===== config.mk =====
export PLATFORM = sky130hd
export DESIGN_NAME = timer_pwm_flat
export DESIGN_NICKNAME = d
export VERILOG_FILES = /design/src/rtl/timer_pwm_if.sv /design/src/rtl/timer_pwm.sv /design/src/flat_wrapper.sv
export SDC_FILE = /design/constraint.sdc
export NUM_CORES = 1
export LEC_CHECK = 0
export BUFFER_PORTS_ARGS = -buffer_cell sky130_fd_sc_hd__buf_4
export CORE_UTILIZATION = 30
export DETAILED_ROUTE_END_ITERATION = 10
export MAX_ROUTING_LAYER = met4
export RECOVER_POWER = 50
export SYNTH_ARGS = -nofsm -noshare
export SYNTH_HDL_FRONTEND = slang
export SYNTH_SLANG_ARGS = --single-unit
export TNS_END_PERCENT = 100

===== constraint.sdc =====
create_clock -name clk_i -period 6.74 [get_ports clk_i]
set_input_delay 1.348 -clock clk_i [delete_from_list [all_inputs] [get_ports clk_i]]
set_output_delay 1.348 -clock clk_i [all_outputs]
set_load 0.05 [all_outputs]

===== src/rtl/timer_pwm_if.sv =====
// rtl/timer_pwm_if.sv - config and status bundle between the MCU peripheral regs and timer_pwm
interface timer_pwm_if #(
  parameter int WIDTH       = 16,
  parameter int PRESC_WIDTH = 8,
  parameter int NUM_CH      = 2
);
  logic                      en_i;
  logic                      mode_i;
  logic                      start_i;
  logic [PRESC_WIDTH-1:0]    presc_i;
  logic [WIDTH-1:0]          period_i;
  logic [NUM_CH*WIDTH-1:0]   cmp_i;
  logic                      irq_clr_i;
  logic [WIDTH-1:0]          cnt_o;
  logic [NUM_CH-1:0]         pwm_o;
  logic                      ovf_o;
  logic                      irq_o;
  logic                      running_o;

  modport master (
    output en_i, mode_i, start_i, presc_i, period_i, cmp_i, irq_clr_i,
    input  cnt_o, pwm_o, ovf_o, irq_o, running_o
  );

  modport slave (
    input  en_i, mode_i, start_i, presc_i, period_i, cmp_i, irq_clr_i,
    output cnt_o, pwm_o, ovf_o, irq_o, running_o
  );
endinterface


===== src/rtl/timer_pwm.sv =====
// rtl/timer_pwm.sv - prescaled up-counter with periodic/one-shot modes, compare PWM channels and sticky overflow irq
module timer_pwm #(
  parameter int WIDTH       = 16,
  parameter int PRESC_WIDTH = 8,
  parameter int NUM_CH      = 2
) (
  input  logic       clk_i,
  input  logic       rst_i,
  timer_pwm_if.slave bus
);

  localparam logic [0:0] ST_IDLE = 1'b0;
  localparam logic [0:0] ST_RUN  = 1'b1;

  logic [0:0]              state, state_next;
  logic [WIDTH-1:0]        cnt, cnt_next;
  logic [PRESC_WIDTH-1:0]  psc, psc_next;
  logic [WIDTH-1:0]        period_sh, period_next;
  logic [PRESC_WIDTH-1:0]  presc_sh, presc_next;
  logic [NUM_CH*WIDTH-1:0] cmp_sh, cmp_next;
  logic [NUM_CH-1:0]       pwm, pwm_next;
  logic                    ovf, irq, irq_next;
  logic                    run, tick, wrap, reload;

  always_comb begin
    run    = (state == ST_RUN);
    tick   = run && bus.en_i && (psc >= presc_sh);
    wrap   = tick && (cnt >= period_sh);
    // shadows follow the inputs while idle and latch fresh values only at a wrap
    reload = !run || wrap;

    state_next = state;
    case (state)
      ST_IDLE: if (bus.en_i && (!bus.mode_i || bus.start_i)) state_next = ST_RUN;
      ST_RUN: begin
        if (!bus.en_i)                state_next = ST_IDLE;
        else if (wrap && bus.mode_i)  state_next = ST_IDLE;
      end
      default: state_next = ST_IDLE;
    endcase

    cnt_next = cnt;
    psc_next = psc;
    if (!run || !bus.en_i) begin
      cnt_next = '0;
      psc_next = '0;
    end else if (tick) begin
      psc_next = '0;
      cnt_next = wrap ? '0 : cnt + 1'b1;
    end else begin
      psc_next = psc + 1'b1;
    end

    period_next = reload ? bus.period_i : period_sh;
    presc_next  = reload ? bus.presc_i  : presc_sh;
    cmp_next    = reload ? bus.cmp_i    : cmp_sh;

    // compare against the shadow that will be live next cycle so pwm lines up with cnt_o
    pwm_next = '0;
    for (int k = 0; k < NUM_CH; k++) begin
      pwm_next[k] = (state_next == ST_RUN) && (cnt_next < cmp_next[k*WIDTH +: WIDTH]);
    end

    irq_next = wrap || (irq && !bus.irq_clr_i);
  end

  always_ff @(posedge clk_i or posedge rst_i) begin
    if (rst_i) begin
      state     <= ST_IDLE;
      cnt       <= '0;
      psc       <= '0;
      period_sh <= '0;
      presc_sh  <= '0;
      cmp_sh    <= '0;
      pwm       <= '0;
      ovf       <= 1'b0;
      irq       <= 1'b0;
    end else begin
      state     <= state_next;
      cnt       <= cnt_next;
      psc       <= psc_next;
      period_sh <= period_next;
      presc_sh  <= presc_next;
      cmp_sh    <= cmp_next;
      pwm       <= pwm_next;
      ovf       <= wrap;
      irq       <= irq_next;
    end
  end

  assign bus.cnt_o     = cnt;
  assign bus.pwm_o     = pwm;
  assign bus.ovf_o     = ovf;
  assign bus.irq_o     = irq;
  assign bus.running_o = (state == ST_RUN);

endmodule


===== src/flat_wrapper.sv =====
// flat-port wrapper written by rule: the top's interface ports become plain ports
module timer_pwm_flat 
#(
  parameter int WIDTH       = 16,
  parameter int PRESC_WIDTH = 8,
  parameter int NUM_CH      = 2
)
  (clk_i, rst_i, bus_en_i, bus_mode_i, bus_start_i, bus_presc_i, bus_period_i, bus_cmp_i, bus_irq_clr_i, bus_cnt_o, bus_pwm_o, bus_ovf_o, bus_irq_o, bus_running_o);
  timer_pwm_if #(.WIDTH(WIDTH), .PRESC_WIDTH(PRESC_WIDTH), .NUM_CH(NUM_CH)) bus_i ();
  input  logic clk_i;
  input  logic rst_i;
  input wire logic [$bits(bus_i.en_i)-1:0] bus_en_i;
  input wire logic [$bits(bus_i.mode_i)-1:0] bus_mode_i;
  input wire logic [$bits(bus_i.start_i)-1:0] bus_start_i;
  input wire logic [$bits(bus_i.presc_i)-1:0] bus_presc_i;
  input wire logic [$bits(bus_i.period_i)-1:0] bus_period_i;
  input wire logic [$bits(bus_i.cmp_i)-1:0] bus_cmp_i;
  input wire logic [$bits(bus_i.irq_clr_i)-1:0] bus_irq_clr_i;
  output wire logic [$bits(bus_i.cnt_o)-1:0] bus_cnt_o;
  output wire logic [$bits(bus_i.pwm_o)-1:0] bus_pwm_o;
  output wire logic [$bits(bus_i.ovf_o)-1:0] bus_ovf_o;
  output wire logic [$bits(bus_i.irq_o)-1:0] bus_irq_o;
  output wire logic [$bits(bus_i.running_o)-1:0] bus_running_o;
  assign bus_i.en_i = bus_en_i;
  assign bus_i.mode_i = bus_mode_i;
  assign bus_i.start_i = bus_start_i;
  assign bus_i.presc_i = bus_presc_i;
  assign bus_i.period_i = bus_period_i;
  assign bus_i.cmp_i = bus_cmp_i;
  assign bus_i.irq_clr_i = bus_irq_clr_i;
  assign bus_cnt_o = bus_i.cnt_o;
  assign bus_pwm_o = bus_i.pwm_o;
  assign bus_ovf_o = bus_i.ovf_o;
  assign bus_irq_o = bus_i.irq_o;
  assign bus_running_o = bus_i.running_o;
  timer_pwm #(.WIDTH(WIDTH), .PRESC_WIDTH(PRESC_WIDTH), .NUM_CH(NUM_CH)) u_core (.clk_i(clk_i), .rst_i(rst_i), .bus(bus_i));
endmodule

==> load_flow_metrics.sql <==
INSERT INTO impl_metrics (metric_group, metric, value, unit) VALUES
('setup_path', 'slowest_delay', '0.62', 'ns'),
('logic_synthesis', 'prevailing_post_synth_register_cell', 'sky130_fd_sc_hd__dfrtp_1', ''),
('setup_path', 'regToRegEndpoint', 'u_core.bus.pwm_o[1]', ''),
('logic_synthesis', 'yosys-top-cells-count', '85 x sky130_fd_sc_hd__dfrtp_1, 60 x sky130_fd_sc_hd__inv_1, 56 x sky130_fd_sc_hd__ha_1', ''),
('setup_path', 'slowest_stage', 'sky130_fd_sc_hd__a2111oi_0', ''),
('min_path', 'hp-class', 'flop to flop', ''),
('clock_network', 'numCtsBuffers', '9', ''),
('floorplanning', 'die_y', '127', 'um'),
('final_layout', 'fill_cells', '1509', ''),
('route', 'drtAntennaViolNets', '0', ''),
('route', 'drt-total-wl', '11200', 'um'),
('setup_path', 'worstSetupEndpointType', 'flop', ''),
('final_layout', 'share_of_post_route_cells_with_drive_strength_above_1', '0.182', ''),
('status', 'status', 'completed', ''),
('placed_design', 'place_ws', '2.09', 'ns'),
('clock_network', 'tritoncts', 'done', ''),
('floorplanning', 'fp.dieW', '127', 'um'),
('clock_network', 'root_buffer', 'sky130_fd_sc_hd__clkbuf_16', ''),
('final_layout', 'design_area', '5800', 'um2'),
('setup_path', 'timing.rr.start', 'u_core.bus.cnt_o[0]', ''),
('logic_synthesis', 'ys_seq_elements', '85', ''),
('final_layout', 'areaGrowthSynthToFinish', '23.9', '%'),
('setup_path', 'worst_path_dominant_cell_family', 'compound AO/OA/AOI/OAI gates', ''),
('setup_path', 'critPathKind', 'flop to flop', ''),
('final_layout', 'stdcell_count', '744', ''),
('clock_network', 'clkTransAtPathRegs', '0.06', 'ns'),
('logic_synthesis', 'largest_family_of_logic_cells_by_synthesized_area', 'adder cells', ''),
('job', 'drv_cap', '0', ''),
('logic_synthesis', 'synth.mux.area_fraction', '0.0748', ''),
('pwr', 'irDropWorstVdd', '131', 'uV'),
('route', 'total_via_count_in_the_routed_design', '3501', ''),
('sta', 'final.setup.tns', '0', 'ns'),
('route', 'detail_route.iter0.violations', '198', ''),
('setup_path', 'crit_cells', '16', ''),
('logic_synthesis', 'synth_edf_count', '0', ''),
('setup_path', 'worstPathBufferInverterCount', '1', ''),
('grt', 'grt-ovfl-total', '0', ''),
('setup_path', 'cp_cell_instances', 'inv_1 -> ha_1 -> nand2b_1 -> a2111oi_0 -> nor3_1 -> nor3b_1 -> o211ai_1 -> nor2_1 -> ha_1 -> a21o_1 -> a21o_1 -> a211o_1 -> o211ai_1 -> a21oi_1 -> or3_1 -> a211oi_1', ''),
('final_layout', 'insertedDiodeCount', '0', ''),
('placed_design', 'placed_cell_area', '5510', 'um2'),
('sta', 'timing.final.setup_violations', '0', ''),
('setup_path', 'worst_r2r_path_depth', '16', ''),
('clock_network', 'post_cts_resize_count', '0', ''),
('logic_synthesis', 'netlist_top_cells_area', 'sky130_fd_sc_hd__dfrtp_1 45%, sky130_fd_sc_hd__ha_1 15%, sky130_fd_sc_hd__mux2i_1 6.2%', ''),
('grt', 'grt_first_pass_wirelength', '18200', 'um'),
('sta', 'worst_slew_pin_slew', '1.07', 'ns'),
('grt', 'grt_pass1_vias', '3542', ''),
('setup_path', 'r2r_slack', '2.14', 'ns'),
('sta', 'final_ws_setup', '2.14', 'ns'),
('placed_design', 'io_buffers', '82', ''),
('sta', 'finClkSkew', '0.00481', 'ns'),
('setup_path', 'critPathMaxFanout', '14', ''),
('grt', 'antenna_found_initial', '0', ''),
('final_layout', 'nNetsFinal', '669', ''),
('logic_synthesis', 'post_synth.cell_area_avg', '10.1', 'um2'),
('logic_synthesis', 'synth_top_area_share', '0.454', ''),
('logic_synthesis', 'synthesis.instances', '464', ''),
('pwr', 'p_leak', '2.96', 'nW'),
('sta', 'report.final.slew_viol_count', '0', ''),
('min_path', 'hold-path-cell-count', '1', ''),
('logic_synthesis', 'synth_fa_ha_area_frac', '0.150', ''),
('floorplanning', 'i_o_pins', '83', ''),
('clock_network', 'postCtsSetupBuffers', '0', ''),
('logic_synthesis', 'yosys.cell_types.count', '40', ''),
('logic_synthesis', 'part_of_the_yosys_area_used_for_sequential_elements', '0.454', ''),
('logic_synthesis', 'synthDominantAreaCellType', 'sky130_fd_sc_hd__dfrtp_1', ''),
('route', 'via_per_inst', '4.71', ''),
('grt', 'grt_max_degree', '86', ''),
('clock_network', 'clock_sinks', '85', ''),
('floorplanning', 'row_cnt', '45', ''),
('floorplanning', 'core_area', '15200', 'um2');
flip-flops by register name, summed over array words and instances, names as in the netlist:
| name | flops |
|---|---|
| u_core.bus.irq_o | 1 |
| u_core.bus.cnt_o | 16 |
| u_core.presc_sh | 8 |
| u_core.period_sh | 16 |
| u_core.psc | 8 |
| u_core.bus.ovf_o | 1 |
| u_core.cmp_sh | 32 |
| u_core.bus.pwm_o | 2 |
| u_core.bus.running_o | 1 |
area by class of cell:
cell class                 count  area (um2)  area share
clock buffer                  10         239      0.0412
clock inverter                 6        86.3      0.0149
inverter                      60         226      0.0390
multi-input combinational    310        2280       0.394
sequential                    85        2130       0.367
tap                          188         235      0.0405
timing repair buffer          85         604       0.104
cell families after synthesis:
family,Yosys count
compound gates,82
mux,34
xor+xnor,17
simple gates,121
fa+ha+maj,56
flops,85
buf+inv,69
metal layers:
layer | global-route usage | up-vias | wire, um
met1 | 0.198 | 1634 | 5380
met2 | 0.238 | 86 | 5170
met5 | - | - | 0
met4 | 0.0385 | 0 | 130
li1 | - | 1770 | -
met3 | 0.0367 | 11 | 505
placed cells by master, fill, tap and decap left out, types with 2 or more instances in the layout:
cell	count
sky130_fd_sc_hd__nand2b_1	3
sky130_fd_sc_hd__nand2_1	38
sky130_fd_sc_hd__nor3b_1	2
sky130_fd_sc_hd__o21ai_0	33
sky130_fd_sc_hd__nand4_1	7
sky130_fd_sc_hd__clkbuf_16	9
sky130_fd_sc_hd__clkbuf_1	9
sky130_fd_sc_hd__a2111oi_0	3
sky130_fd_sc_hd__or3_1	4
sky130_fd_sc_hd__ha_1	56
sky130_fd_sc_hd__bufinv_16	2
sky130_fd_sc_hd__a211oi_1	2
sky130_fd_sc_hd__nor2_1	30
sky130_fd_sc_hd__mux2_2	4
sky130_fd_sc_hd__xor2_1	14
sky130_fd_sc_hd__mux2i_1	29
sky130_fd_sc_hd__or2_2	2
sky130_fd_sc_hd__a21oi_1	20
sky130_fd_sc_hd__o211ai_1	4
sky130_fd_sc_hd__buf_4	75
sky130_fd_sc_hd__nor3_1	2
sky130_fd_sc_hd__nand3_1	19
sky130_fd_sc_hd__clkinv_2	2
sky130_fd_sc_hd__and2_1	3
sky130_fd_sc_hd__dfrtp_1	85
sky130_fd_sc_hd__xnor2_1	3
sky130_fd_sc_hd__o21a_1	3
sky130_fd_sc_hd__and3_1	8
sky130_fd_sc_hd__inv_1	59
sky130_fd_sc_hd__a21o_1	9
worst max path at each step:
stage | startpoint | to | slack [ns]
global placement | bus_en_i | u_core.bus.pwm_o[1] | 2.22
finish | u_core.bus.cnt_o[0] | u_core.bus.pwm_o[1] | 2.14
CTS | u_core.bus.cnt_o[0] | u_core.bus.pwm_o[1] | 2.17
detailed placement | bus_en_i | u_core.bus.pwm_o[1] | 2.09
floorplan | u_core.bus.cnt_o[15] | u_core.bus.pwm_o[1] | 2.45
global route | u_core.bus.cnt_o[15] | u_core.bus.pwm_o[1] | 1.89
power by group:
group          switching [mW]  leakage (nW)  internal (mW)
registers              0.0189          1.06          0.568
logic                   0.130          1.74         0.0943
clock network           0.208         0.158          0.334
(Power assumes the default switching activity.)
